### config.mk
export PLATFORM = sky130hd
export DESIGN_NAME = decoder_rr_arbiter
export DESIGN_NICKNAME = d
export VERILOG_FILES = /design/src/rtl/decoder_rr_arbiter.sv
export SDC_FILE = /design/constraint.sdc
export NUM_CORES = 1
export LEC_CHECK = 0
export ABC_AREA = 1
export CORE_MARGIN = 2
export CORE_UTILIZATION = 40
export CTS_CLUSTER_SIZE = 24
export DETAILED_ROUTE_END_ITERATION = 7
export HOLD_SLACK_MARGIN = 0.12
export PLACE_DENSITY_LB_ADDON = 0.05
export SYNTH_ARGS = -nofsm -noshare
export SYNTH_HDL_FRONTEND = slang
export SYNTH_SLANG_ARGS = --single-unit
### constraint.sdc
create_clock -name clk -period 2 [get_ports clk]
set_clock_uncertainty 0.15 [all_clocks]
set_input_delay 0.4 -clock clk [delete_from_list [all_inputs] [get_ports clk]]
set_output_delay 0.4 -clock clk [all_outputs]
set_load 0.005 [all_outputs]
### src/rtl/decoder_rr_arbiter.sv
// Round-robin arbiter owning one 3-to-8 decoder: 1-cycle grant latency, one dead cycle between grants.
// DECODER_ARB_TIMEOUT_EN bounds each grant to MAX_HOLD cycles and pulses timeout on forced release.
module decoder_rr_arbiter #(
  parameter logic [2:0] PTR_INIT = 3'd0,
  parameter int         MAX_HOLD = 16
) (
  input  logic       clk,
  input  logic       rst_n,
  input  logic [7:0] req,
  input  logic       done,
  output logic       sel_a,
  output logic       sel_b,
  output logic       sel_c,
  output logic       en_n,
  output logic       grant_valid,
  output logic [2:0] grant_idx,
  output logic       timeout
);

  typedef enum logic {IDLE = 1'b0, GRANT = 1'b1} state_t;

  state_t     r_state;
  logic [2:0] r_ptr;
  logic [2:0] r_idx;
  logic       r_en_n;
  logic       r_grant_valid;
  logic       r_timeout;

  logic       w_found;
  logic [2:0] w_winner;
  logic       w_release;
  logic       w_force;

  // Scan offsets high to low so the smallest offset from r_ptr wins.
  always_comb begin
    w_found  = 1'b0;
    w_winner = r_ptr;
    for (int k = 7; k >= 0; k--) begin
      if (req[r_ptr + 3'(k)]) begin
        w_found  = 1'b1;
        w_winner = r_ptr + 3'(k);
      end
    end
  end

  assign w_release = done | ~req[r_idx];

`ifdef DECODER_ARB_TIMEOUT_EN
  localparam int HW = $clog2(MAX_HOLD + 1);
  logic [HW-1:0] r_hold_cnt;

  assign w_force = (r_hold_cnt == HW'(MAX_HOLD - 1)) & ~w_release;

  always_ff @(posedge clk or negedge rst_n) begin
    if (!rst_n) begin
      r_hold_cnt <= '0;
    end else if (r_state == IDLE) begin
      r_hold_cnt <= '0;
    end else if (r_hold_cnt != '1) begin
      r_hold_cnt <= r_hold_cnt + HW'(1);
    end
  end
`else
  assign w_force = (MAX_HOLD < 0);
`endif

  always_ff @(posedge clk or negedge rst_n) begin
    if (!rst_n) begin
      r_state       <= IDLE;
      r_ptr         <= PTR_INIT;
      r_idx         <= 3'd0;
      r_en_n        <= 1'b1;
      r_grant_valid <= 1'b0;
      r_timeout     <= 1'b0;
    end else begin
      r_timeout <= 1'b0;
      case (r_state)
        IDLE: begin
          if (w_found) begin
            r_state       <= GRANT;
            r_idx         <= w_winner;
            r_en_n        <= 1'b0;
            r_grant_valid <= 1'b1;
          end
        end
        GRANT: begin
          if (w_release || w_force) begin
            r_state       <= IDLE;
            r_ptr         <= r_idx + 3'd1;
            r_en_n        <= 1'b1;
            r_grant_valid <= 1'b0;
            r_timeout     <= w_force;
          end
        end
        default: r_state <= IDLE;
      endcase
    end
  end

  assign sel_a       = r_idx[0];
  assign sel_b       = r_idx[1];
  assign sel_c       = r_idx[2];
  assign grant_idx   = r_idx;
  assign en_n        = r_en_n;
  assign grant_valid = r_grant_valid;
  assign timeout     = r_timeout;

endmodule

==> results of run 1 <==
## through the flow
step / TNS [ns] / hold slack [ns] / instance area [sq um] / util / std cells
after floorplan: 0 / -0.0456 / 1140 / - / 185
after global placement: -1.57 / 0.367 / 1520 / 0.560 / 256
after detailed placement: -1.81 / 0.350 / 1520 / 0.560 / 256
after CTS: -0.0633 / 0.286 / 1590 / 0.588 / 265
after global routing: -1.08 / 0.310 / 1650 / 0.607 / 267
final: -0.140 / 0.278 / 1650 / 0.607 / 267
## cells in the mapped netlist, drive strengths merged
library cell  instances
conb                  1
nand4                 2
o32ai                 1
o311ai                1
buf                   7
ha                    3
dfrtp                 8
a31oi                 1
a21oi                 8
o21a                  1
dfstp                 1
nand3                39
o211ai                1
xnor2                 2
nand2                63
inv                  27
nor2                 13
o21ai                 6
## state kept, by name (all words and copies together), names as in the netlist
name and flops:
en_n 1, grant_idx 3, grant_valid 1, r_ptr 3, r_state 1
## layer usage
metal	track usage	vias to the layer above	routed length (um)
met5	0	-	0
met2	0.414	30	1780
met3	0.0363	4	91
li1	-	697	-
met4	0.106	0	36
met1	0.277	616	1530
## area by class of cell
| type | instances | area (sq um) | area share |
|---|---|---|---|
| Clock buffer | 4 | 26.3 | 0.0160 |
| Inverter | 27 | 114 | 0.0692 |
| Multi-Input combinational cell | 142 | 786 | 0.478 |
| Sequential cell | 9 | 228 | 0.138 |
| Tap cell | 31 | 38.8 | 0.0236 |
| Timing Repair Buffer | 54 | 453 | 0.275 |
## worst max-delay path: stages (launching register included)
cell	delay, ns
dfrtp_1	0.42
inv_2	0.08
ha_4	0.33
nand3_1	0.15
nand3_2	0.14
nand2_2	0.06
inv_2	0.05
nand4_1	0.12
nor2_2	0.15
nor2_4	0.07
inv_4	0.08
a21oi_2	0.04
nand2_1	0.05
nand2_1	0.04
## logic make-up after synthesis
logic type / Yosys count
and+or+nand+nor: 117
buffers and inverters: 34
AOI/OAI and AO/OA: 19
DFF: 9
adders and majority gates: 3
xor gates and xnor gates: 2
other: 1
## what timing repair did
action	in CTS	in global routing
endpoints found under the setup margin	4	9
buffers inserted	5	2
hold buffers	0	0
pin swaps	7	7
gates resized for setup	5	11
## path summary, 6_finish.rpt
check | end | slack (ns) | cells past startpoint
min reg2reg | en_n | 0.36 | 2
max reg2reg | grant_idx[1] | -0.06 | 13
max in group asynchronous | en_n | 1.11 | 1
max | grant_idx[1] | -0.06 | 13
min | grant_idx[0] | 0.28 | 1
min in group clk | en_n | 0.36 | 2
==> metrics.md, run 1 <==
| Metric | Value |
|---|---|
| Syn. warnings | 0 |
| Compound-Gate Fraction of Synth Area | 0.100 |
| Die area | 3250 sq um |
| Distinct cell type count after synthesis | 27 |
| Initial core utilization | 0.415 |
| Vias in the first global route | 1393 |
| Core area | 2710 sq um |
| Antenna violations before repair | 0 |
| First-pass DRT Iterations | 4 |
| Max-slew violations | 0 |
| Clk_lat worst skew | 0.26 ns |
| Detailed Place HPWL | 2.71 mm |
| Top cell type's share of synthesized area | 0.200 |
| Dpl ws | -0.282 ns |
| Nets | 251 |
| FILL cells | 248 |
| Final setup viols | 3 |
| Critical path required time | 2.01 ns |
| Final min period | 2.06 ns |
| First-pass GRT wire length | 5.95 mm |
| Clock root buffer | clkbuf_4 |
| 1st-iter DRT viols | 42 |
| Synth Instances | 185 |
| Reg clk slew, reported paths | 0.06 ns |
| Number of port buffers | 18 |
| Final ANT Viol Nets | 0 |
| Max H-tree Level | 1 |
| CTS sink cnt | 9 |
| Fraction of layout cells with a size suffix above 1 | 0.339 |
| Width of the chip | 57.0 um |
| CTS buffer count | 3 |
| Status | finished, violations left |
| Number of diodes | 0 |
| Max cap viols | 0 |
| Largest family of logic cells by synthesized area | simple AND/OR/NAND/NOR gates |
| Die height | 57.0 um |
| CTS tree | yes |
| Final Hold Fails | 0 |
| Synth Area in Simple Gates | 0.489 |
| FF+latch count, synth | 9 |
| Syn-to-layout area delta | 46.3% |
| Critical Path End Type | flop |
| Vias per cell | 5.04 |
| Mapped Avg Cell Area | 6.08 sq um |
| CP startpoint kind | flop |
| Failing checks | setup timing |
| Post-Syn Nets | 199 |
| GRT Total Usage | 0.234 |
| R2r startpoint | r_ptr[0] |
| Area contributors post-synth | nand2_1 20%, dfrtp_1 18%, nand3_1 14%, nand3_2 7.1%, inv_1 5.0% |
| Post-DR wirelength/cell | 12.9 um |
| Setup CP Type | flop to flop |
| Period utilisation layout | 1.03 |
| Mapped Area | 1120 sq um |
| Hold Path Class | input port to asynchronous set/reset pin |
| Mux cell area share after synthesis | 0 |
| Seq/Total Area, Yosys | 0.201 |
| Gp weighted congestion | 0.908 |
| DR vias | 1347 |
| Fmax achieved | 486 MHz |
| RSZ-0062 raised after global routing | yes |
| GRT overflow | 0 |
| Crit path DAT | 2.06 ns |
| Yosys top cell by area | nand2_1 |
| Commonest non-fill, non-tap cell in the layout | nand2_1 |
| Post-Synth XOR/XNOR Area | 0.0222 |
| Largest net degree at the start of global routing | 10 |
| Synth Area in Adders | 0.0334 |
| Residual DRC | 0 |
| Fin worst setup slack | -0.0559 ns |
| Ports | 20 |
| Crit Path Max Fanout | 6 |
| Max Buffers Root-to-Sink | 2 |
| Crit path from | r_ptr[0] |
| Wirelength, routed | 3.44 mm |
| Most frequent cells in the layout | 56 x nand2_1, 36 x buf_4, 27 x nand3_1, 17 x clkdlybuf4s50_1, 14 x inv_1 |
| Row Count | 19 |
Power of run 1 is left out: the tool's default activity adds up to more than one toggle a clock period on the data nets, which glitch-free logic cannot reach.
==> run 2, diff against run 1 <==
--- a/config.mk
+++ b/config.mk
@@ -6,6 +6,7 @@
 export NUM_CORES = 1
 export LEC_CHECK = 0
 export ABC_AREA = 1
+export CAP_MARGIN = 20
 export CORE_MARGIN = 2
 export CORE_UTILIZATION = 40
 export CTS_CLUSTER_SIZE = 24
==> constraint.sdc (replaced) <==
create_clock -name clk -period 2.5 [get_ports clk]
set_clock_uncertainty 0.15 [all_clocks]
set_input_delay 0.5 -clock clk [delete_from_list [all_inputs] [get_ports clk]]
set_output_delay 0.5 -clock clk [all_outputs]
set_load 0.005 [all_outputs]
==> run 2 against run 1 <==
Effect of this change:
- the run now ends clean
- utilization down 12 points
- register-to-register slack better by 0.25 ns
- first-iteration DRC count unchanged
- fmax decreased by 11%
- die area unchanged
- setup slack improved by 0.25 ns
- design area fell by 19%
- clock-buffer cell count did not move
- routed wire length shrank 11%
==> metrics.md, run 2 (synthesis results as in run 1) <==
| Metric | Value |
|---|---|
| Status | complete, no violations |
| Final Hold Fails | 0 (unchanged) |
| 1st-iter DRT viols | 42 (unchanged) |
| Max H-tree Level | 1 (unchanged) |
| Detailed Place HPWL | 2.51 mm (-7.5%) |
| Final ANT Viol Nets | 0 (unchanged) |
| Internal reg-to-reg setup slack | 0.19 ns (+0.25 ns) |
| Initial core utilization | 0.415 (unchanged) |
| Residual DRC | 0 (unchanged) |
| Crit-path cells | inv_4 > ha_1 > inv_2 > nand3_2 > nand3_2 > nand2_1 > inv_2 > nand4_1 > nor2_2 > nor2_4 > inv_4 > nor2_1 > a21oi_1 |
| Die height | 57.0 um (unchanged) |
| Commonest non-fill, non-tap cell in the layout | nand2_1 |
| Post-DR wirelength/cell | 13.1 um (+1.9%) |
| Largest net degree at the start of global routing | 11 (+1) |
| R2r startpoint | r_ptr[1] |
| Final min period | 2.31 ns (+0.255 ns) |
| CTS sink cnt | 9 (unchanged) |
| Post-cts resize count | 0 (-5) |
| Hold-fix buffers at CTS | 0 (unchanged) |
| First-pass GRT wire length | 5.18 mm (-13%) |
| FF-to-FF End | grant_idx[2] |
| GRT Total Usage | 0.202 (-0.0314) |
| Max Buffers Root-to-Sink | 2 (unchanged) |
| Nets | 218 (-13%) |
| Setup CP Type | flop to flop |
| Fraction of layout cells with a size suffix above 1 | 0.167 (-0.171) |
| Hold WS | 0.368 ns (+0.0898 ns) |
| Number of diodes | 0 (unchanged) |
| Period utilisation layout | 0.924 (-0.104) |
| Critical path required time | 2.53 ns (+0.52 ns) |
| GRT overflow | 0 (unchanged) |
| Row Count | 19 (unchanged) |
| Crit path DAT | 2.34 ns (+0.28 ns) |
| Fmax achieved | 433 MHz (-11%) |
| Crit Path Max Fanout | 8 (+2) |
| Max cap viols | 0 (unchanged) |
| Max-slew violations | 0 (unchanged) |
| Critical path's top delay family | simple AND/OR/NAND/NOR gates |
| CP max stage cell | dfrtp_1 |
| Vias in the first global route | 1118 (-20%) |
| Critical Path End Type | flop |
| Number of port buffers | 18 (unchanged) |
| CP max stage delay | 0.40 ns (-0.02 ns) |
| RSZ-0062 raised after global routing | no |
| CTS buffer count | 3 (unchanged) |
| Setup TNS | 0 ns (+0.140 ns) |
| First-pass DRT Iterations | 4 (unchanged) |
| DR vias | 1219 (-9.5%) |
| Gp weighted congestion | 0.893 (-1.6%) |
| Reg clk slew, reported paths | 0.06 ns (about the same) |
| Syn-to-layout area delta | 18.5% |
| Antenna violations before repair | 0 (unchanged) |
| Width of the chip | 57.0 um (unchanged) |
| CP startpoint kind | flop |
| Post-CTS setup buffers | 0 (-5) |
| Core area | 2710 sq um (unchanged) |
| Wirelength, routed | 3.07 mm (-11%) |
| CTS tree | yes |
| FILL cells | 282 (+14%) |
| Die area | 3250 sq um (unchanged) |
| Most frequent cells in the layout | 60 x nand2_1, 31 x nand3_1, 18 x clkdlybuf4s50_1, 15 x inv_1, 11 x nor2_1 |
| Hold Path Class | input port to asynchronous set/reset pin |
| Clock root buffer | clkbuf_4 |
| Clk_lat worst skew | 0.27 ns (about the same) |
| Ports | 20 (unchanged) |
| Final setup viols | 0 (-3) |
| Worst Path Buf+Inv | 4 (+1) |
| Vias per cell | 5.21 (+3.3%) |
| R2r worst-path depth | 13 (unchanged) |
run 2: worst reg2reg max path, stage by stage (launching register included):
cell	delay (ns)
dfrtp_1	0.40
inv_4	0.12
ha_1	0.35
inv_2	0.20
nand3_2	0.13
nand3_2	0.09
nand2_1	0.10
inv_2	0.08
nand4_1	0.10
nor2_2	0.17
nor2_4	0.07
inv_4	0.07
nor2_1	0.04
a21oi_1	0.14
run 2: final cells by class:
cell class / instances / area, sq um / share of cell area
Clock buffer: 4 / 26.3 / 0.0197
Inverter: 27 / 109 / 0.0817
Multi-Input combinational cell: 142 / 729 / 0.547
Sequential cell: 9 / 226 / 0.170
Tap cell: 31 / 38.8 / 0.0291
Timing Repair Buffer: 21 / 203 / 0.152
run 2: layer usage:
layer  part of all wire  track usage
met3              0.087       0.0454
met5                  0            0
met1               0.47        0.291
met4             0.0081       0.0266
met2               0.44        0.320
run 2: how the worst max path moves through the flow:
stage,start,endpoint,slack (ns),depth (start not counted)
floorplan,r_ptr[1],grant_idx[1],0.38,15
finish,r_ptr[1],grant_idx[2],0.19,13
global placement,req[5],grant_idx[2],0.13,12
CTS,r_ptr[1],grant_idx[2],0.19,13
detailed placement,req[5],grant_idx[2],0.13,12
global route,r_ptr[1],grant_idx[2],0.003,13
run 2: stage by stage:
step	setup WS, ns	cell area (sq um)	utilization	cells
after floorplan	0.383	1120	-	185
after global placement	0.132	1310	0.482	230
after detailed placement	0.127	1310	0.482	230
after CTS	0.190	1330	0.492	234
after global routing	0.00290	1330	0.492	234
final	0.189	1330	0.492	234
Power of run 2 is left out for the same reason.
